**src/rtl/hub75_bcm_driver.sv**
```systemverilog
// HUB75 scan engine: reads a framebuffer through a 1-cycle-latency port, shifts one
// bit-plane per row into the panel and weights each plane with BCM output-enable time.
module hub75_bcm_driver #(
  parameter int COLS     = 64,
  parameter int ROW_BITS = 5,
  parameter int BPC      = 8,
  parameter int CLK_DIV  = 2,
  parameter int BASE_OE  = 4
) (
  input  logic                              clk,
  input  logic                              rstn,
  input  logic                              enable,
  input  logic [7:0]                        brightness,
  output logic                              fb_rd_en,
  output logic [ROW_BITS+$clog2(COLS)-1:0]  fb_addr,
  input  logic [3*BPC-1:0]                  fb_data_top,
  input  logic [3*BPC-1:0]                  fb_data_bot,
  output logic [2:0]                        to_screen_RGB0,
  output logic [2:0]                        to_screen_RGB1,
  output logic                              to_screen_CLK,
  output logic                              to_screen_LATCH,
  output logic                              to_screen_nOE,
  output logic [ROW_BITS-1:0]               to_screen_ABCDE,
  output logic                              frame_start
);

  localparam int COL_BITS = $clog2(COLS);
  localparam int PB       = (BPC > 1) ? $clog2(BPC) : 1;
  localparam int P_MAX    = BASE_OE << (BPC - 1);
  localparam int DW       = $clog2(P_MAX + 1);
  localparam int SW       = $clog2(2 * CLK_DIV);
  localparam int CW       = (DW > SW) ? DW : SW;
  localparam int PW       = DW + 8;

  typedef enum logic [2:0] {
    S_IDLE, S_START, S_SHIFT, S_BLANK, S_LATCH, S_DISPLAY
  } state_t;

  state_t              state;
  logic [CW-1:0]       cyc;
  logic [COL_BITS-1:0] col;
  logic [ROW_BITS-1:0] row;
  logic [PB-1:0]       plane;
  logic [7:0]          bright_q;
  logic [DW-1:0]       on_q;
  logic [DW-1:0]       period;
  logic [DW-1:0]       on_c;
  logic [BPC-1:0]      r_top, g_top, b_top, r_bot, g_bot, b_bot;
  logic [2:0]          pix_top, pix_bot;

  always_comb begin
    period  = DW'(BASE_OE) << plane;
    // (period * (bright+1)) >> 8 never exceeds period, so DW bits always suffice
    on_c    = DW'((PW'(period) * (PW'(bright_q) + PW'(1))) >> 8);
    r_top   = fb_data_top[3*BPC-1 -: BPC];
    g_top   = fb_data_top[2*BPC-1 -: BPC];
    b_top   = fb_data_top[BPC-1:0];
    r_bot   = fb_data_bot[3*BPC-1 -: BPC];
    g_bot   = fb_data_bot[2*BPC-1 -: BPC];
    b_bot   = fb_data_bot[BPC-1:0];
    pix_top = {r_top[plane], g_top[plane], b_top[plane]};
    pix_bot = {r_bot[plane], g_bot[plane], b_bot[plane]};
  end

  always_ff @(posedge clk) begin
    if (!rstn) begin
      state           <= S_IDLE;
      cyc             <= '0;
      col             <= '0;
      row             <= '0;
      plane           <= '0;
      bright_q        <= '0;
      on_q            <= '0;
      fb_rd_en        <= 1'b0;
      fb_addr         <= '0;
      to_screen_RGB0  <= '0;
      to_screen_RGB1  <= '0;
      to_screen_CLK   <= 1'b0;
      to_screen_LATCH <= 1'b0;
      to_screen_nOE   <= 1'b1;
      to_screen_ABCDE <= '0;
      frame_start     <= 1'b0;
    end else begin
      case (state)
        S_IDLE: begin
          if (enable) begin
            state       <= S_START;
            frame_start <= 1'b1;
          end
        end

        S_START: begin
          frame_start <= 1'b0;
          bright_q    <= brightness;
          row         <= '0;
          plane       <= '0;
          col         <= '0;
          cyc         <= '0;
          fb_rd_en    <= 1'b1;
          fb_addr     <= '0;
          state       <= S_SHIFT;
        end

        S_SHIFT: begin
          fb_rd_en <= 1'b0;
          if (cyc == CW'(1)) begin
            to_screen_RGB0 <= pix_top;
            to_screen_RGB1 <= pix_bot;
          end
          if (cyc == CW'(2 * CLK_DIV - 1)) begin
            cyc           <= '0;
            to_screen_CLK <= 1'b0;
            if (col == COL_BITS'(COLS - 1)) begin
              state <= S_BLANK;
            end else begin
              col      <= col + 1'b1;
              fb_rd_en <= 1'b1;
              fb_addr  <= {row, col + 1'b1};
            end
          end else begin
            cyc           <= cyc + 1'b1;
            to_screen_CLK <= (cyc >= CW'(CLK_DIV - 1));
          end
        end

        S_BLANK: begin
          state           <= S_LATCH;
          cyc             <= '0;
          to_screen_LATCH <= 1'b1;
          to_screen_ABCDE <= row;
        end

        S_LATCH: begin
          if (cyc == CW'(1)) begin
            to_screen_LATCH <= 1'b0;
            state           <= S_DISPLAY;
            cyc             <= '0;
            on_q            <= on_c;
            to_screen_nOE   <= (on_c == '0);
          end else begin
            cyc <= cyc + 1'b1;
          end
        end

        S_DISPLAY: begin
          if (cyc == CW'(period) - CW'(1)) begin
            to_screen_nOE <= 1'b1;
            cyc           <= '0;
            col           <= '0;
            if (plane != PB'(BPC - 1)) begin
              plane    <= plane + 1'b1;
              state    <= S_SHIFT;
              fb_rd_en <= 1'b1;
              fb_addr  <= {row, {COL_BITS{1'b0}}};
            end else if (row != '1) begin
              plane    <= '0;
              row      <= row + 1'b1;
              state    <= S_SHIFT;
              fb_rd_en <= 1'b1;
              fb_addr  <= {row + 1'b1, {COL_BITS{1'b0}}};
            end else begin
              plane <= '0;
              if (enable) begin
                state       <= S_START;
                frame_start <= 1'b1;
              end else begin
                state           <= S_IDLE;
                fb_addr         <= '0;
                to_screen_RGB0  <= '0;
                to_screen_RGB1  <= '0;
                to_screen_ABCDE <= '0;
              end
            end
          end else begin
            cyc           <= cyc + 1'b1;
            to_screen_nOE <= !((cyc + CW'(1)) < CW'(on_q));
          end
        end

        default: state <= S_IDLE;
      endcase
    end
  end

endmodule

```
**config.mk**
```make
export PLATFORM = sky130hd
export DESIGN_NAME = hub75_bcm_driver
export DESIGN_NICKNAME = d
export VERILOG_FILES = /design/src/rtl/hub75_bcm_driver.sv
export SDC_FILE = /design/constraint.sdc
export NUM_CORES = 1
export LEC_CHECK = 0
export CAP_MARGIN = 20
export CORE_UTILIZATION = 35
export DETAILED_ROUTE_END_ITERATION = 8
export PLACE_DENSITY_LB_ADDON = 0.2
export SYNTH_ARGS = -nofsm -noshare
export SYNTH_HDL_FRONTEND = slang
export SYNTH_SLANG_ARGS = --single-unit
```
**constraint.sdc**
```tcl
create_clock -name clk -period 10.5 [get_ports clk]
set_clock_uncertainty 0.2 [all_clocks]
set_input_delay 1.05 -clock clk [delete_from_list [all_inputs] [get_ports clk]]
set_output_delay 1.05 -clock clk [all_outputs]
set_load 0.02 [all_outputs]
```
==> results by group, run 1 <==
Outcome
  – Status: complete, no violations

Logic synthesis
  – Ys flop type: dfxtp_1
  – XOR/XNOR share of the synthesized area: a little under 5%
  – Syn nets: roughly 980
  – Synth cell types: 74
  – Top cells by count, synth: nand2_1, inv_1, dfxtp_1, nor2_1, ha_1
  – Syn. warnings: 0
  – Cell Area, Synth: 0.00687 mm^2
  – Mux cell area share after synthesis: 6.87%
  – Fraction of registers with async set/reset: 0%
  – Synth Area in Simple Gates: between 20% and 30%
  – Post-synth EDFFs: 0
  – Synth Register Bits: 72
  – Post-synthesis cell count: around 830
  – Synth top area share: 21.0%
  – Sequential element share of the synthesized area: a little over a fifth
  – Post-synthesis adder-cell area fraction: 21.8%
  – Compound-Gate Fraction of Synth Area: between 10 and 15%
  – Synth area leaders: dfxtp_1, fa_1, ha_1
  – Most frequent cell after synthesis: nand2_1
  – Synth Area per Inst: approximately 8.3 um^2
  – Combinational family with the most area after synthesis: simple AND/OR/NAND/NOR gates
  – Leading area contributor after synthesis: dfxtp_1

STA
  – Final worst-path cycle share: between 60 and 70%
  – Worst-Margin Slew: around 0.92 ns
  – Maximum clock rate: ~150 MHz
  – Slew HR: between 30% and 40%
  – Slew Limit Fails: 0
  – Final setup TNS: 0 ns
  – Setup-failing EPs final: 0
  – Hold Violations, Final: 0
  – Fin crit period: approximately 6.7 ns
  – RSZ-0062 raised after global routing: no
  – Tightest hold margin: 0.261 ns

Global route
  – Antenna violations before repair: 0
  – Final global-route overflow total: 0
  – GRT Total Usage: a little under a fifth
  – Global-route wire length before repair: approximately 30,000 um
  – Largest net degree at the start of global routing: 61
  – Vias in the first global route: around 5,700

Die
  – Die Height: 142 um
  – Core area: 0.0190 mm^2
  – Rows: 50
  – Starting Density: a little over a third
  – I/O Pins: 86
  – DIE AREA: roughly 0.020 mm^2
  – Die width: roughly 140 um

Layout
  – Area grow syn2layout: 18.1%
  – Fill cells: between 1,500 and 2,000
  – Diodes inserted: 0
  – Nets@finish: a little over 1,000
  – Fin util: 42.8%
  – Layout Cells excl Fill: 1,148
  – Fraction of layout cells with a size suffix above 1: ~6.6%

Routing
  – DRC: 0
  – 1st-iter DRT viols: around 320
  – Wire length per cell: between 15 and 20 um
  – Top sig layer: met4
  – Total Wirelength: 18,300 um
  – Met1 WL: 8840 um
  – First drt pass iteration count: 5
  – Via Count: 5,878
  – Met2 Routed Length: ~8500 um
  – Antenna-violating nets left: 0
  – DR vias/cell: about 5
  – WL met3: about 600 um

CTS
  – Post-CTS sizing: 0
  – Clock Path Buffers: 2
  – CTS buffer count: 9
  – Number of H-tree levels: 3
  – Hold Buf Count CTS: 0
  – CTS tree: done
  – Clock transition at path regs: 0.06 ns
  – Clock latency on the worst-skew pair: 0.35 ns
  – Post-CTS setup buffers: 0
  – Root Driver: clkbuf_16
  – CTS sink cnt: 72

Setup path
  – R2R setup slack: roughly 3.8 ns
  – Capture point of the worst reg-to-reg path: to_screen_nOE
  – CP Max Fanout: 16
  – Critical Path Source Type: register
  – Crit Reg-Reg Startpoint: plane[0]
  – R2R cell count: 18
  – Critical path arrival: just under 7 ns
  – CP endpoint kind: register
  – WS Path Type: register to register
  – WP data required: 10.59 ns

Power
  – Internal power: a little over 0.5 mW
  – Maximum vdd drop: approximately 0.072 mV
  – Switch share: 28.1%
  – Clk pwr share: approximately 45%
  – Combinational power share: roughly 15%
  – PD cells: around 90 mW/mm^2
  – Net switching power figure: ~0.2 mW
  – Overall Power: between 0.7 and 0.8 mW
  – Static Leak: 3.38 nW
  – Register share of total power: a little over 40%

Worst hold path
  – Hold Startpoint: on_q[9]
  – Hold Path End: on_q[9]
  – Hold depth: 2
  – HP Class: register to register

Placement
  – DP Wirelength: between 10,000 and 15,000 um
  – Buffers on Ports: between 80 and 90
  – GPL Wtd Cong: between 0.8 and 0.9
  – Placed Cells: 1,132

Flow run
  – MaxCap Viol Count: 0
## kinds of logic after synthesis
| logic type | count (synthesis) |
|---|---|
| adder cells (fa/ha/maj) | 95 |
| XOR/XNOR | 38 |
| multiplexers | 32 |
| AND/OR/NAND/NOR | 316 |
| AO/OA/AOI/OAI | 141 |
| flip-flops | 72 |
| buffers and inverters | 131 |
## power by group through the flow
stage	Clock [mW]	Sequential, mW	Combinational, mW
floorplan	0	0.292	0.0624
global placement	0	0.294	0.105
detailed placement	0	0.295	0.105
CTS	0.329	0.288	0.105
global route	0.340	0.290	0.114
finish	0.321	0.288	0.105
## worst max path at each step
stage | startpoint | to
floorplan | plane[0] | to_screen_nOE
detailed placement | plane[0] | to_screen_nOE
global placement | plane[0] | to_screen_nOE
finish | plane[0] | to_screen_nOE
global route | plane[0] | to_screen_nOE
CTS | plane[0] | to_screen_nOE
## area by class of cell
| cell class | count | area, um^2 | share of cell area [%] |
|---|---|---|---|
| inverters | 89 | 334 | 4.12 |
| clock buffers | 9 | 225 | 2.78 |
| clock inverters | 7 | 77.6 | 0.956 |
| flip-flops and latches | 72 | 1440 | 17.8 |
| multi-input cells | 622 | 4840 | 59.6 |
| well taps | 260 | 325 | 4.01 |
| repair buffers | 89 | 876 | 10.8 |
## critical path, cell delays in order (launching register included)
cell and delay [ns]:
dfxtp_1 0.89, ha_1 0.48, nand2_1 0.24, or2_2 0.36
fa_1 0.49, fa_1 0.54, inv_1 0.05, fa_1 0.52
inv_1 0.05, fa_1 0.52, inv_1 0.04, ha_1 0.39
and3_1 0.19, and4_1 0.19, a2111oi_0 0.65, o21bai_1 0.15
xor2_1 0.19, nor4_1 0.31, a31o_2 0.20
## metal layers
metal | global-route usage [%] | vias to the layer above
li1 | - | 2939
met4 | 5.09 | 0
met3 | 2.93 | 19
met5 | 0 | -
met2 | 29.7 | 111
met1 | 26.5 | 2809
## cells in the final DEF, fill, tap and decap left out, types with 3 or more instances in the layout
cell type / n
o21a_1: 3
a31o_2: 5
o21bai_1: 5
or2_2: 3
o2111ai_1: 4
xor2_1: 15
buf_4: 4
dfxtp_1: 72
nand3b_1: 3
nand2b_1: 19
and3b_1: 3
clkdlybuf4s50_1: 84
mux2i_1: 19
or3_1: 3
xnor2_1: 23
a21oi_1: 27
nor2_1: 66
o31ai_1: 3
a32o_1: 4
and2_1: 7
o22ai_1: 10
o21ai_0: 30
mux4_2: 12
ha_1: 54
o211ai_1: 5
nand2_1: 108
nor4_1: 7
nand4_1: 8
and3_1: 7
a21o_1: 8
inv_1: 88
nor3_1: 13
fa_1: 41
nor2b_1: 17
a31oi_1: 10
clkbuf_16: 9
o211a_1: 4
nor3b_1: 3
nand3_1: 33
## state kept, by name, indices dropped and copies added, names as in the netlist
register and count:
to_screen_CLK 1, plane 3, fb_rd_en 1, on_q 10
state 3, to_screen_nOE 1, to_screen_RGB0 3, bright_q 8
cyc 10, frame_start 1, to_screen_RGB1 3, col 6
fb_addr 11, to_screen_ABCDE 5, row 5, to_screen_LATCH 1
## per-stage QoR
stage	setup slack, ns	cell area, um^2
2_1_floorplan	4.13	6870
3_3_place_gp	3.84	7810
3_5_place_dp	3.70	7810
4_1_cts	3.68	8120
5_1_grt	3.33	8120
6_report	3.77	8120
(Power assumes the default switching activity.)
==> inputs of run 2 (changes only) <==
==> constraint.sdc (replaced) <==
create_clock -name clk -period 5.6 [get_ports clk]
set_clock_uncertainty 0.2 [all_clocks]
set_input_delay 0.56 -clock clk [delete_from_list [all_inputs] [get_ports clk]]
set_output_delay 0.56 -clock clk [all_outputs]
set_load 0.02 [all_outputs]
==> run 2 against run 1 <==
Non-clock buffer count up 37. First-iteration DRC count shrank 15%. Sequential power grew 87%. Power is 88% higher. Clock power increased by 85%. Register-to-register slack got worse by 3.5 ns. Sequential share of layout area down 0.80 points. Fmax grew 26%.
==> results by group, run 2 (synthesis results as in run 1) <==
Outcome
  – Status: complete, no violations

STA
  – Slew Limit Fails: 0 (unchanged)
  – Final worst-path cycle share: 95.4% (+31 points)
  – Setup-failing EPs final: 0 (unchanged)
  – Worst-Margin Slew: 0.934 ns (+0.0153 ns)
  – Fin crit period: 5.34 ns (-1.38 ns)
  – Slew HR: 36.9% (-1.6 points)
  – Final WS setup: 0.257 ns (-3.52 ns)
  – Hold Violations, Final: 0 (unchanged)
  – Maximum clock rate: 187 MHz (+26%)

Routing
  – First drt pass iteration count: 5 (unchanged)
  – DRC: 0 (unchanged)
  – 1st-iter DRT viols: 273 (-15%)
  – Wire length per cell: 15.2 um (-4.4%)
  – Total Wirelength: 18,000 um (-1.4%)
  – Antenna-violating nets left: 0 (unchanged)
  – Via Count: 5,990 (+1.9%)
  – DR vias/cell: 5.05 (-1.3%)

Power
  – Overall Power: 1.34 mW (+88%)
  – PD cells: 158 mW/mm^2 (+79%)
  – Static Leak: 3.60 nW (+6.5%)
  – Maximum vdd drop: 0.134 mV (+87%)

Setup path
  – Crit Reg-Reg Startpoint: bright_q[0]
  – Crit path from: bright_q[0]
  – Slowest stage cell on the critical path: fa_1
  – Critical path arrival: 5.43 ns (-1.39 ns)
  – CP endpoint: to_screen_nOE
  – WS Path Type: register to register
  – Buffers and inverters on the worst path: 3 (unchanged)
  – Delay-heaviest family, CP: adder cells
  – Crit path top cell by count: fa_1
  – CP Cell Sequence: and4_1 > nand4_1 > xor2_1 > or2_2 > fa_1 > fa_1 > inv_1 > fa_1 > inv_1 > fa_1 > inv_1 > ha_1 > and3_1 > and4_4 > a2111oi_4 > xnor2_2 > nand4_1 > nor4_2 > a31o_2
  – R2R setup slack: 0.26 ns (-3.52 ns)
  – Critical Path Max Stage Delay: 0.53 ns (-0.36 ns)
  – WP data required: 5.69 ns (-4.90 ns)
  – R2R cell count: 19 (+1)
  – CP Max Fanout: 4 (-12)
  – CP endpoint kind: register
  – Critical Path Source Type: register
  – Capture point of the worst reg-to-reg path: to_screen_nOE
  – Cell count along the critical path: 19 (+1)

CTS
  – CTS buffer count: 9 (unchanged)
  – Number of H-tree levels: 3 (unchanged)
  – Hold Buf Count CTS: 0 (unchanged)
  – Clock latency on the worst-skew pair: 0.35 ns (about the same)
  – Clock Path Buffers: 2 (unchanged)
  – Root Driver: clkbuf_16
  – CTS tree: done
  – CTS sink cnt: 72 (unchanged)
  – Clock transition at path regs: 0.06 ns (about the same)

Layout
  – Area grow syn2layout: 24.1%
  – Fraction of layout cells with a size suffix above 1: 12.6% (+6.0 points)
  – Fin util: 45.0% (+2.1 points)
  – Largest regs: fb_addr: 11 flops, cyc: 10 flops, on_q: 10 flops
  – Nets@finish: 1,074 (+3.6%)
  – Commonest non-fill, non-tap cell in the layout: nand2_1
  – Diodes inserted: 0 (unchanged)
  – Layout Cells excl Fill: 1,185 (+3.2%)
  – Most frequent cells in the layout: nand2_1, inv_1, clkdlybuf4s50_1
  – Largest register FFs: 11 (unchanged)
  – Reg with most FFs: fb_addr

Global route
  – Final global-route overflow total: 0 (unchanged)
  – GRT Total Usage: 18.2% (-0.65 points)
  – Vias in the first global route: 5,660 (-0.19%)
  – Global-route wire length before repair: 29,000 um (-2.5%)
  – Antenna violations before repair: 0 (unchanged)
  – Largest net degree at the start of global routing: 61 (unchanged)

Die
  – Starting Density: 36.2% (unchanged)
  – DIE AREA: 0.0202 mm^2 (unchanged)
  – I/O Pins: 86 (unchanged)
  – Core area: 0.0190 mm^2 (unchanged)
  – Rows: 50 (unchanged)
  – Die Height: 142 um (unchanged)
  – Die width: 142 um (unchanged)

Placement
  – Place WS: 0.0747 ns (-3.62 ns)
  – Placed Cells: 1,166 (+3.0%)
  – GPL Wtd Cong: 0.863 (+2.2%)
  – Buffers on Ports: 85 (unchanged)
  – DP Wirelength: 14,300 um (+0.99%)

Flow run
  – MaxCap Viol Count: 0 (unchanged)

Worst hold path
  – HP Class: register to register
-- run 2: per-stage QoR --
stage | TNS [ns] | instance area [um^2] | hold WS, ns
global placement | 0 | 8090 | 0.244
finish | 0 | 8520 | 0.257
CTS | 0 | 8400 | 0.260
global route | -0.0126 | 8520 | 0.276
floorplan | 0 | 6940 | 0.232
detailed placement | 0 | 8090 | 0.247
-- run 2: cell type report --
cell class              instances  area, um^2
clock buffers                   9         225
clock inverters                 7        77.6
fillers                      1879       10400
inverters                      89         334
multi-input cells             622        4960
flip-flops and latches         72        1450
well taps                     260         325
repair buffers                126        1160
-- run 2: layer usage --
metal | routed length, um | global-route usage (%) | vias to the layer above
met5 | 0 | 0 | -
met2 | 8590 | 29.5 | 90
met3 | 708 | 3.77 | 12
met4 | 163 | 4.02 | 0
met1 | 8550 | 24.7 | 2869
li1 | - | - | 3019
-- run 2: worst min-delay path, delay by kind of cell (launching register included) --
family,cells,cell delay [ns]
compound gates,1,0.05
flops,1,0.31
simple gates,1,0.05
-- run 2: worst min path at each step --
| stage | from | to | slack [ns] | depth (start not counted) |
|---|---|---|---|---|
| 2_1_floorplan | on_q[4] | on_q[4] | 0.23 | 2 |
| 3_3_place_gp | on_q[9] | on_q[9] | 0.24 | 2 |
| 3_5_place_dp | on_q[6] | on_q[6] | 0.25 | 2 |
| 4_1_cts | on_q[6] | on_q[6] | 0.26 | 2 |
| 5_1_grt | fb_addr[3] | fb_addr[3] | 0.28 | 2 |
| 6_report | on_q[2] | on_q[2] | 0.26 | 2 |
-- run 2: where the power goes --
part	internal [mW]	leakage (nW)	total [mW]	switching [mW]
logic	0.102	2.87	0.211	0.109
clock network	0.350	0.147	0.595	0.245
registers	0.523	0.583	0.539	0.0155
total	0.975	3.60	1.34	0.370
-- run 2: timing repair --
action                                  CTS  global route
endpoints found under the setup margin    0             4
setup buffers                             0             3
resized for setup                         0            19
==> inputs of run 3 (changes only) <==
--- a/config.mk
+++ b/config.mk
@@ -6,6 +6,7 @@
 export NUM_CORES = 1
 export LEC_CHECK = 0
 export CAP_MARGIN = 20
+export CORE_MARGIN = 4
 export CORE_UTILIZATION = 35
 export DETAILED_ROUTE_END_ITERATION = 8
 export PLACE_DENSITY_LB_ADDON = 0.2
==> run 3 against run 2 <==
Via count grew 0.15%. Sequential share of layout area shrank 0.16 points. Wire length grew 4.2%. Die area grew 8.6%. Clock power grew 8.7%. Count of clock-buffer cells in the layout is the same. Critical path type unchanged. Highest routed layer unchanged.
==> results by group, run 3 (synthesis results as in run 1) <==
STA
  – Final setup TNS: 0 ns (unchanged)
  – Slew Limit Fails: 0 (unchanged)
  – Final worst-path cycle share: 95.3% (about the same)
  – Setup-failing EPs final: 0 (unchanged)
  – Hold Violations, Final: 0 (unchanged)
  – Maximum clock rate: 187 MHz (about the same)
  – Fin crit period: 5.34 ns (-0.00415 ns)
  – Slew HR: 21.2% (-16 points)
  – Final WS setup: 0.261 ns (+0.00415 ns)
  – RSZ-0062 raised after global routing: yes
  – Worst-Margin Slew: 1.17 ns (+0.232 ns)

Routing
  – 1st-iter DRT viols: 333 (+22%)
  – Antenna-violating nets left: 0 (unchanged)
  – First drt pass iteration count: 4 (-1)
  – Total Wirelength: 18,800 um (+4.2%)
  – Wire length per cell: 15.8 um (+4.1%)
  – DR vias/cell: 5.06 (about the same)
  – Via Count: 5,999 (+0.15%)
  – DRC: 0 (unchanged)

Power
  – Maximum vdd drop: 0.144 mV (+7.4%)
  – PD cells: 162 mW/mm^2 (+2.9%)
  – Overall Power: 1.40 mW (+4.0%)
  – Static Leak: 3.60 nW (+0.20%)

Placement
  – Buffers on Ports: 85 (unchanged)
  – Place WS: 0.0586 ns (-0.0162 ns)
  – GPL Wtd Cong: 0.834 (-3.3%)
  – DP Wirelength: 14,600 um (+1.6%)
  – Placed Cells: 1,166 (unchanged)

Setup path
  – CP Max Fanout: 4 (unchanged)
  – Slowest stage cell on the critical path: fa_1
  – Critical path arrival: 5.43 ns (about the same)
  – Critical Path Source Type: register
  – R2R setup slack: 0.26 ns (about the same)
  – CP endpoint: to_screen_nOE
  – Crit path from: bright_q[0]
  – Capture point of the worst reg-to-reg path: to_screen_nOE
  – R2R cell count: 19 (unchanged)
  – WP data required: 5.69 ns (about the same)
  – Crit Reg-Reg Startpoint: bright_q[0]
  – CP Cell Sequence: and4_4 > nand4_1 > xor2_1 > or2_2 > fa_2 > fa_1 > inv_1 > fa_1 > inv_1 > fa_1 > inv_1 > ha_1 > and3_1 > and4_1 > a2111oi_4 > xnor2_1 > nand4_1 > nor4_2 > a31o_2
  – Delay-heaviest family, CP: adder cells
  – WS Path Type: register to register
  – Buffers and inverters on the worst path: 3 (unchanged)
  – CP endpoint kind: register
  – Critical Path Max Stage Delay: 0.54 ns (about the same)
  – Cell count along the critical path: 19 (unchanged)

Die
  – Die Height: 148 um (+4.2%)
  – Rows: 50 (unchanged)
  – DIE AREA: 0.0219 mm^2 (+8.6%)
  – Core area: 0.0190 mm^2 (+0.33%)
  – Starting Density: 36.1% (-0.12 points)
  – Die width: 148 um (+4.2%)
  – I/O Pins: 86 (unchanged)

CTS
  – CTS tree: done
  – CTS buffer count: 9 (unchanged)
  – Clock Path Buffers: 2 (unchanged)
  – Number of H-tree levels: 3 (unchanged)
  – Root Driver: clkbuf_16
  – Hold Buf Count CTS: 0 (unchanged)
  – Clock latency on the worst-skew pair: 0.34 ns (about the same)
  – CTS sink cnt: 72 (unchanged)
  – Clock transition at path regs: 0.07 ns (about the same)

Layout
  – Diodes inserted: 0 (unchanged)
  – Largest register FFs: 11 (unchanged)
  – Nets@finish: 1,075 (+0.093%)
  – Fin util: 45.3% (+0.36 points)
  – Most frequent cells in the layout: nand2_1, inv_1, clkdlybuf4s50_1
  – Layout Cells excl Fill: 1,186 (+0.084%)
  – Area grow syn2layout: 25.5%
  – Commonest non-fill, non-tap cell in the layout: nand2_1
  – Largest regs: fb_addr: 11 flops, cyc: 10 flops, on_q: 10 flops
  – Fraction of layout cells with a size suffix above 1: 13.6% (+0.96 points)
  – Reg with most FFs: fb_addr

Worst hold path
  – HP Class: register to register
  – Hold Startpoint: on_q[9]

Outcome
  – Status: complete, no violations

Global route
  – Largest net degree at the start of global routing: 61 (unchanged)
  – Antenna violations before repair: 0 (unchanged)
  – Final global-route overflow total: 0 (unchanged)
  – GRT Total Usage: 17.0% (-1.1 points)
  – Vias in the first global route: 5,875 (+3.8%)
  – Global-route wire length before repair: 30,200 um (+4.4%)

Flow run
  – MaxCap Viol Count: 0 (unchanged)
[run 3: area by class of cell]
class	instances	area, um^2
tap	260	325
inverter	89	334
clock buffer	9	225
clock inverter	7	101
multi-input combinational	622	5020
sequential	72	1450
fill	1957	10400
timing repair buffer	127	1170
[run 3: metrics by stage]
| step | instance area (um^2) | hold slack [ns] |
|---|---|---|
| after floorplan | 6940 | 0.232 |
| after global placement | 8090 | 0.244 |
| after detailed placement | 8090 | 0.248 |
| after CTS | 8420 | 0.262 |
| after global routing | 8620 | 0.274 |
| final | 8620 | 0.257 |
[run 3: how the worst min path moves through the flow]
stage                       endpoint  slack (ns)  cells after the start
after global routing         on_q[6]        0.27                      2
final                        on_q[9]        0.26                      2
after floorplan              on_q[4]        0.23                      2
after detailed placement     on_q[9]        0.25                      2
after global placement    fb_addr[5]        0.24                      2
after CTS                    on_q[9]        0.26                      2
[run 3: power by group]
part	switching, mW	internal (mW)
registers	0.0160	0.523
clock network	0.252	0.395
logic	0.110	0.102
total	0.379	1.02
[run 3: metal layers]
| metal | up-vias | GRT usage, % | share of wire (%) |
|---|---|---|---|
| li1 | 2999 | - | - |
| met1 | 2894 | 24.0 | 47 |
| met2 | 92 | 27.6 | 48 |
| met3 | 14 | 3.02 | 3.0 |
| met4 | 0 | 3.37 | 1.3 |
| met5 | - | 0 | 0 |
[run 3: worst register-to-register path, cell delays in order, from the launching register on]
cell and delay, ns:
dfxtp_2 0.35, and4_4 0.22, nand4_1 0.13, xor2_1 0.20, or2_2 0.29, fa_2 0.45
fa_1 0.54, inv_1 0.05, fa_1 0.52, inv_1 0.05, fa_1 0.52, inv_1 0.04
ha_1 0.29, and3_1 0.16, and4_1 0.22, a2111oi_4 0.23, xnor2_1 0.19, nand4_1 0.14
nor4_2 0.31, a31o_2 0.17
[run 3: what timing repair did]
action	4_1_cts	5_1_grt
setup endpoints to repair	0	6
resized for setup	0	34
setup buffers	0	4
